[src/rtl/vend_controller.sv]
// Vending-machine controller: turns keypad presses into coin/select/cancel
// events, tracks credit, strobes product dispense and pays change as pulses.
module vend_controller #(
    parameter int unsigned PRICE_A     = 3,
    parameter int unsigned PRICE_B     = 5,
    parameter int unsigned PRICE_C     = 7,
    parameter int unsigned PRICE_D     = 10,
    parameter int unsigned CREDIT_MAX  = 15,
    parameter int unsigned DISP_CYCLES = 4,
    parameter int unsigned CHANGE_GAP  = 2
) (
    input  logic       clk,
    input  logic       reset,
    input  logic [3:0] key_value,
    output logic [4:0] credit,
    output logic [3:0] dispense,
    output logic       change_pulse,
    output logic       coin_reject,
    output logic       error,
    output logic       busy,
    output logic [1:0] state
);

    localparam int unsigned DW = $clog2(DISP_CYCLES + 1);
    localparam int unsigned GW = $clog2(CHANGE_GAP + 1);

    localparam logic [1:0] S_IDLE     = 2'd0;
    localparam logic [1:0] S_CREDIT   = 2'd1;
    localparam logic [1:0] S_DISPENSE = 2'd2;
    localparam logic [1:0] S_CHANGE   = 2'd3;

    logic [3:0]    key_prev;
    logic [DW-1:0] disp_cnt;
    logic [GW-1:0] gap_cnt;

    logic [1:0]    state_d;
    logic [4:0]    credit_d;
    logic [3:0]    dispense_d;
    logic          change_pulse_d;
    logic          coin_reject_d;
    logic          error_d;
    logic [DW-1:0] disp_cnt_d;
    logic [GW-1:0] gap_cnt_d;

    logic          evt;
    logic [2:0]    coin_val;
    logic [5:0]    coin_sum;
    logic [4:0]    price;

    // Press detection: only a 0 -> nonzero transition counts as a new key
    assign evt = (key_value != 4'h0) && (key_prev == 4'h0);

    // Coin value and product price decode from the key code
    always_comb begin
        coin_val = 3'd0;
        case (key_value)
            4'h1:    coin_val = 3'd1;
            4'h2:    coin_val = 3'd2;
            4'h3:    coin_val = 3'd5;
            default: coin_val = 3'd0;
        endcase
        case (key_value[1:0])
            2'd0:    price = 5'(PRICE_A);
            2'd1:    price = 5'(PRICE_B);
            2'd2:    price = 5'(PRICE_C);
            default: price = 5'(PRICE_D);
        endcase
        coin_sum = {1'b0, credit} + 6'(coin_val);
    end

    // Next-state and next-output logic
    always_comb begin
        state_d        = state;
        credit_d       = credit;
        dispense_d     = dispense;
        change_pulse_d = 1'b0;
        coin_reject_d  = 1'b0;
        error_d        = 1'b0;
        disp_cnt_d     = disp_cnt;
        gap_cnt_d      = gap_cnt;

        case (state)
            S_IDLE, S_CREDIT: begin
                if (evt) begin
                    case (key_value)
                        4'h1, 4'h2, 4'h3: begin
                            if (coin_sum <= 6'(CREDIT_MAX)) begin
                                credit_d = coin_sum[4:0];
                                state_d  = S_CREDIT;
                            end else begin
                                coin_reject_d = 1'b1;
                            end
                        end
                        4'h4, 4'h5, 4'h6, 4'h7: begin
                            if (credit >= price) begin
                                credit_d   = credit - price;
                                dispense_d = 4'b0001 << key_value[1:0];
                                disp_cnt_d = DW'(DISP_CYCLES - 1);
                                state_d    = S_DISPENSE;
                            end else begin
                                error_d = 1'b1;
                            end
                        end
                        4'hC: begin
                            if (credit != 5'd0) begin
                                state_d   = S_CHANGE;
                                gap_cnt_d = '0;
                            end
                        end
                        default: ;
                    endcase
                end
            end
            S_DISPENSE: begin
                if (disp_cnt != '0) begin
                    disp_cnt_d = disp_cnt - DW'(1);
                end else begin
                    dispense_d = 4'b0000;
                    gap_cnt_d  = '0;
                    state_d    = (credit != 5'd0) ? S_CHANGE : S_IDLE;
                end
            end
            default: begin
                if (gap_cnt == '0) begin
                    change_pulse_d = 1'b1;
                    credit_d       = credit - 5'd1;
                    gap_cnt_d      = GW'(CHANGE_GAP);
                    if (credit == 5'd1) begin
                        state_d = S_IDLE;
                    end
                end else begin
                    gap_cnt_d = gap_cnt - GW'(1);
                end
            end
        endcase
    end

    // State and output registers with synchronous reset
    always_ff @(posedge clk) begin
        if (reset) begin
            state        <= S_IDLE;
            credit       <= 5'd0;
            dispense     <= 4'b0000;
            change_pulse <= 1'b0;
            coin_reject  <= 1'b0;
            error        <= 1'b0;
            busy         <= 1'b0;
            key_prev     <= 4'h0;
            disp_cnt     <= '0;
            gap_cnt      <= '0;
        end else begin
            state        <= state_d;
            credit       <= credit_d;
            dispense     <= dispense_d;
            change_pulse <= change_pulse_d;
            coin_reject  <= coin_reject_d;
            error        <= error_d;
            busy         <= (state_d == S_DISPENSE) || (state_d == S_CHANGE);
            key_prev     <= key_value;
            disp_cnt     <= disp_cnt_d;
            gap_cnt      <= gap_cnt_d;
        end
    end

endmodule
[config.mk]
export PLATFORM = sky130hd
export DESIGN_NAME = vend_controller
export DESIGN_NICKNAME = d
export VERILOG_FILES = /design/src/rtl/vend_controller.sv
export SDC_FILE = /design/constraint.sdc
export NUM_CORES = 1
export LEC_CHECK = 0
export CAP_MARGIN = 20
export CORE_ASPECT_RATIO = 0.7
export CORE_MARGIN = 2
export CORE_UTILIZATION = 50
export DETAILED_ROUTE_END_ITERATION = 16
export PLACE_DENSITY = 0.76
export SLEW_MARGIN = 5
export SYNTH_ARGS = -nofsm -noshare
export SYNTH_HDL_FRONTEND = slang
export SYNTH_SLANG_ARGS = --single-unit
[constraint.sdc]
create_clock -name clk -period 3 [get_ports clk]
set_clock_uncertainty 0.15 [all_clocks]
set_input_delay 0.6 -clock clk [delete_from_list [all_inputs] [get_ports clk]]
set_output_delay 0.6 -clock clk [all_outputs]
set_load 0.005 [all_outputs]
==> metrics, run 1 <==
result of the run complete, but fails checks; violations in the final reports setup timing; Fin. Hold Viols 0; critical path capture point type register; Worst Max-Slew Pin Slew 0.771 ns; count of flip-flops with a built-in enable after synthesis 0; count of nets after finishing 293; Worst Reg-to-Reg Cells 10; final antenna-violating net count 0; number of sinks handled by clock tree synthesis 23; routed wire length 5000 um; sequential area share after synthesis 27.2%; arrival time at the worst endpoint 3.05 ns; minimum clock period 3.03 ns; area of the mapped netlist 1690 sq um; mean instance size in the synthesized netlist 8.09 sq um; Die Y-Extent 52.7 um; number of clock buffers inserted by TritonCTS 3; overflow left after global routing 0; setup TNS -0.0328 ns; uppermost metal layer occupied by signal nets met4; cell area after placement 2200 sq um; growth of design area from synthesis to finish 37.5%; number of global-route vias before repair 1653; worst min-delay path class reg2reg; # H-tree levels 1; number of buffers inserted by port buffering 20; router iterations before antenna repair 4; maximum buffer depth of the clock tree 2; final std cell area, no fill 2330 sq um; Max Slew Vio Count 0; Post-Place Cells 294; clock transition at the registers of the reported paths 0.09 ns; proportion of register bits with asynchronous set or reset after synthesis 0%; area leader, netlist dfxtp_1; Synthesized Nets 235; non-filler cells in the finished layout 304; Detail Route met2 WL 2220 um; global-route wire length before repair 7750 um; Yosys Warn Count 0; class of the most critical setup path in2reg; leakage power of the design 0.00101 uW; die outline area 3870 sq um; most frequently used cell type in the post-synthesis netlist dfxtp_1; routability congestion estimate from global placement 0.932; root buffer cell clkbuf_8; Primary FF master, synth dfxtp_1; drt drc 0; Slew headroom 48.4%; cell types occupying the most area after synthesis dfxtp_1 27%, ha_1 13%, a21oi_1 4.7%, nor2_1 4.7%, inv_1 3.3%; total track usage 26.7%; max-capacitance violation count 0; antenna violations before repair 0; cts hold-fix bufs 0; fraction of layout instances using a drive strength above 1 30.1%; post-route worst setup slack -0.0328 ns; Iter 0 DRT Violations 215; I/O pin cnt 21; TritonCTS clock tree built; post-detail-place hpwl 3480 um; width of the die 73.5 um; floorplan row count 17; Synth cell types 52; Clock Latency Late Sink 0.27 ns; #FFs+latches synth 23; P per Cell Area 285 nW/um^2; gate count of the mapped netlist 209; Worst Hold Path Cells 2; DP Worst Slack -0.572 ns; RSZ-0062 raised after global routing true; Vias 1815; highest attainable clock frequency 0.330 GHz; share of the synthesized area in the top cell type 27.2%; VDD IR max 0.211 mV; Req. time, crit path 3.02 ns; ant diodes 0; Worst Hold Slack 0.333 ns; Worst Setup Start Kind input pin; Initial Utilization 53.0%; count of endpoints failing setup in the final report 1; sum of routed wire segments on met1 2270 um; maximum number of pins on one net before global-route repair 20; amount of wire on met3 after detailed routing 378 um; Routed wire per std cell 16.4 um; Vias per Instance 5.97; most numerous cell types in the synthesized netlist 23 x dfxtp_1, 21 x nor2_1, 18 x ha_1; highest fanout seen on the critical path 3; CORE AREA 3190 sq um; fraction of the cycle the final worst path needs 101%
## stage by stage
stage / power (uW) / util (%)
3_3_place_gp: 455 / 68.8
4_1_cts: 656 / 71.8
5_1_grt: 688 / 72.9
2_1_floorplan: 392 / -
6_report: 663 / 72.9
3_5_place_dp: 459 / 68.8
## layout by cell type (no fill, tap or decap), types with 2 or more instances in the layout
cell type        count
a211oi_1             4
a21o_1               4
a21oi_1             15
a21oi_2              2
a221oi_1             2
a22oi_1              4
a31oi_1              3
and2_1               3
and2_2               2
buf_4               45
clkbuf_2             2
clkbuf_8             3
clkdlybuf4s50_1     16
dfxtp_1             23
ha_1                14
ha_2                 2
ha_4                 2
inv_1               13
inv_2                2
nand2_1              8
nand2b_1             4
nand3_1              5
nand4_1              2
nor2_1              20
nor2b_1              3
nor3_1               8
nor4_2               2
o211ai_1             2
o21a_1               3
o21ai_0              9
or2_2                2
or3_1                2
or4_4                2
xor2_1               4
## worst paths after layout
check,startpoint,end,slack [ns]
min reg2reg,gap_cnt[0],gap_cnt[0],0.33
max reg2reg,credit[0],credit[4],0.10
max,key_value[1],credit[4],-0.03
min,gap_cnt[0],gap_cnt[0],0.33
## worst max-delay path: stages
cell and delay [ns]:
buf_2 0.13, inv_2 0.08, ha_4 0.13, o21a_1 0.13
ha_2 0.18, inv_2 0.04, fa_2 0.35, nor2b_2 0.15
o21a_1 0.15, buf_4 0.12, a21o_1 0.13, a21oi_1 0.06
a2111oi_2 0.42, mux2_2 0.39
## routing by layer
metal	global-route usage, %	vias up
met2	40.6	82
met1	36.3	850
met5	0	-
li1	-	867
met3	5.96	16
met4	11.5	0
## area by class of cell
cell class              instances  area (sq um)
clock buffers                   3          41.3
clock inverters                 1          5.00
fillers                       262           865
inverters                      15          56.3
multi-input cells             160          1200
flip-flops and latches         23           460
well taps                      38          47.5
repair buffers                 64           513
## report_power, final
group          internal [uW]  leakage (uW)  switching, uW  total [uW]
Clock                   93.0     0.0000255            106         199
Sequential               310      0.000186           4.12         314
Combinational           71.2      0.000797           79.0         150
## registers in the layout, summed over array words and instances (netlist names), named ones only
signal        flops
credit            5
disp_cnt          3
coin_reject       1
dispense          4
gap_cnt           2
change_pulse      1
error             1
key_prev          4
## logic make-up (layout without fill, tap and decap cells)
family / count (synthesis) / in the layout / synth area share, %
simple gates: 72 / 72 / 22.8
compound gates: 63 / 63 / 25.4
buf+inv: 26 / 83 / 6.21
flops: 23 / 23 / 27.2
fa+ha+maj: 20 / 20 / 15.7
xor+xnor: 4 / 4 / 2.07
mux: 1 / 1 / 0.666
## repair_timing
item	in CTS	in global routing
setup buffers	3	4
pin swaps	10	11
gates resized for setup	17	14
cloned	0	0
setup endpoints to repair	6	4
Note: power is estimated with default switching activity, not from simulation.
==> run 2: changes to the inputs <==
- CORE_ASPECT_RATIO: 0.7 -> 0.5
- clock period: 3 -> 2.47 ns (I/O delays scaled with it)
==> metrics, run 2 (synthesis gave the netlist of run 1 again) <==
result of the run complete, but fails checks (unchanged); violations in the final reports setup timing (unchanged); total track usage 31.0% (was 26.7%); # H-tree levels 1 (unchanged); Initial Utilization 54.3% (was 53.0%); Iter 0 DRT Violations 286 (was 215); Critical path origin key_value[0] (was key_value[1]); Worst path most repeated cell buf_4; clock transition at the registers of the reported paths 0.09 ns (about the same); fraction of layout instances using a drive strength above 1 41.1% (was 30.1%); register bank with the most flops credit (unchanged); most used cells in the layout excluding fill and tap cells 55 x buf_4, 23 x dfxtp_1, 20 x nor2_1 (was 45 x buf_4, 23 x dfxtp_1, 20 x nor2_1); global-route wire length before repair 9030 um (was 7750 um); floorplan row count 14 (was 17); count of nets after finishing 307 (was 293); top flop regs credit (5), dispense (4), key_prev (4) (unchanged); Vias per Instance 6.57 (was 5.97); Worst Max-Slew Pin Slew 0.695 ns (was 0.771 ns); die outline area 3890 sq um (was 3870 sq um); Worst Hold Slack 0.336 ns (was 0.333 ns); crit-path max cell delay 0.41 ns (was 0.42 ns); most common cell after layout, fill and taps aside buf_4 (unchanged); overflow left after global routing 0 (unchanged); max-capacitance violation count 0 (unchanged); Max Slew Vio Count 0 (unchanged); cts hold-fix bufs 0 (unchanged); final total power 870 uW (was 663 uW); crit-path cells buf_8 > buf_6 > ha_4 > o21a_1 > ha_2 > buf_4 > buf_4 > a211oi_2 > nand4_1 > o211ai_1 > a21oi_2 > buf_4 > or4_4 > a21oi_2 (was buf_2 > inv_2 > ha_4 > o21a_1 > ha_2 > inv_2 > fa_2 > nor2b_2 > o21a_1 > buf_4 > a21o_1 > a21oi_1 > a2111oi_2 > mux2_2); TritonCTS clock tree built (unchanged); highest attainable clock frequency 0.350 GHz; drt drc 0 (unchanged); Worst Setup Start Kind input pin (unchanged); Clock Latency Late Sink 0.28 ns (was 0.27 ns); number of global-route vias before repair 1879 (was 1653); start of the worst register-to-register path credit[0] (unchanged); count of endpoints failing setup in the final report 8 (was 1); number of clock buffers inserted by TritonCTS 3 (unchanged); routability congestion estimate from global placement 0.965 (was 0.932); highest fanout seen on the critical path 2 (was 3); final antenna-violating net count 0 (unchanged); post-detail-place hpwl 3950 um (was 3480 um); maximum buffer depth of the clock tree 2 (unchanged); growth of design area from synthesis to finish 55.4% (was 37.5%); critical path capture point type register (unchanged); number of sinks handled by clock tree synthesis 23 (unchanged); I/O pin cnt 21 (unchanged); Fin. Hold Viols 0 (unchanged); leakage power of the design 0.00111 uW (was 0.00101 uW); P per Cell Area 331 nW/um^2 (was 285 nW/um^2); routed wire length 6680 um (was 5000 um); fraction of the cycle the final worst path needs 116%; arrival time at the worst endpoint 2.92 ns (was 3.05 ns); width of the die 86.3 um (was 73.5 um); Req. time, crit path 2.53 ns (was 3.02 ns); Fill cells 157 (was 262); setup TNS -1.75 ns (was -0.0328 ns); worst min-delay path class reg2reg (unchanged); router iterations before antenna repair 7 (was 4); Slew headroom 53.6% (was 48.4%); Routed wire per std cell 20.9 um (was 16.4 um); CORE AREA 3120 sq um (was 3190 sq um); antenna violations before repair 0 (unchanged); RSZ-0062 raised after global routing true (unchanged); Register-to-Register Setup Slack -0.15 ns (was 0.10 ns); maximum number of pins on one net before global-route repair 17 (was 20); launch instance of the worst min-delay path gap_cnt[0] (unchanged); number of flip-flops in the largest register 5 (unchanged); Vias 2101 (was 1815); ant diodes 0 (unchanged); number of buffers inserted by port buffering 20 (unchanged); VDD IR max 0.223 mV (was 0.211 mV); Die Y-Extent 45.1 um (was 52.7 um); class of the most critical setup path in2reg (unchanged); minimum clock period 2.86 ns; post-route worst setup slack -0.390 ns (was -0.0328 ns); slowest stage cell, crit path or4_4 (was a2111oi_2); root buffer cell clkbuf_8 (unchanged)
==> run 2: metal layers <==
layer,share of wire [%],vias to the layer above,GRT usage [%],routed length (um)
met2,44,177,53.0,2930
met4,5.1,0,9.38,341
li1,-,893,-,-
met5,0,-,0,0
met1,40,980,38.5,2670
met3,11,51,9.51,730
==> run 2: repair_timing <==
action / CTS / global route
setup endpoints to repair: 16 / 13
pin swaps: 16 / 14
endpoints found under the hold margin: 0 / 0
setup buffers: 5 / 6
gates resized for setup: 38 / 26
==> run 2: worst max-delay path: cells and delay by family <==
family          cells  cell delay (ns)
simple gates        2             0.60
buf+inv             5             0.63
fa+ha+maj           2             0.33
compound gates      5             0.85
==> run 2: layout make-up <==
| type | count | area (sq um) | area share (%) |
|---|---|---|---|
| Multi-Input combinational cell | 160 | 1370 | 52.0 |
| Clock inverter | 1 | 5.00 | 0.190 |
| Inverter | 15 | 58.8 | 2.24 |
| Timing Repair Buffer | 78 | 647 | 24.6 |
| Tap cell | 40 | 50.0 | 1.90 |
| Sequential cell | 23 | 460 | 17.5 |
| Clock buffer | 3 | 41.3 | 1.57 |
==> run 2: final timing paths <==
check,endpoint,depth (start not counted)
worst max-delay path,credit[0],14
worst min-delay path,gap_cnt[0],2
worst max register to register,credit[4],10
worst min register to register,gap_cnt[0],2
==> run 2: stage by stage <==
step | util (%) | setup slack (ns) | cells | instance area [sq um]
finish | 84.3 | -0.390 | 320 | 2630
global placement | 73.9 | -0.920 | 305 | 2300
floorplan | - | -0.327 | 209 | 1760
global route | 84.3 | -0.448 | 320 | 2630
detailed placement | 73.9 | -1.01 | 305 | 2300
CTS | 79.3 | -0.319 | 314 | 2470
==> run 2: power by group <==
part	switching, uW	total, uW	internal [uW]	leakage, uW
sequential	4.77	381	376	0.000186
clock	139	252	113	0.0000255
combinational	127	237	110	0.000895
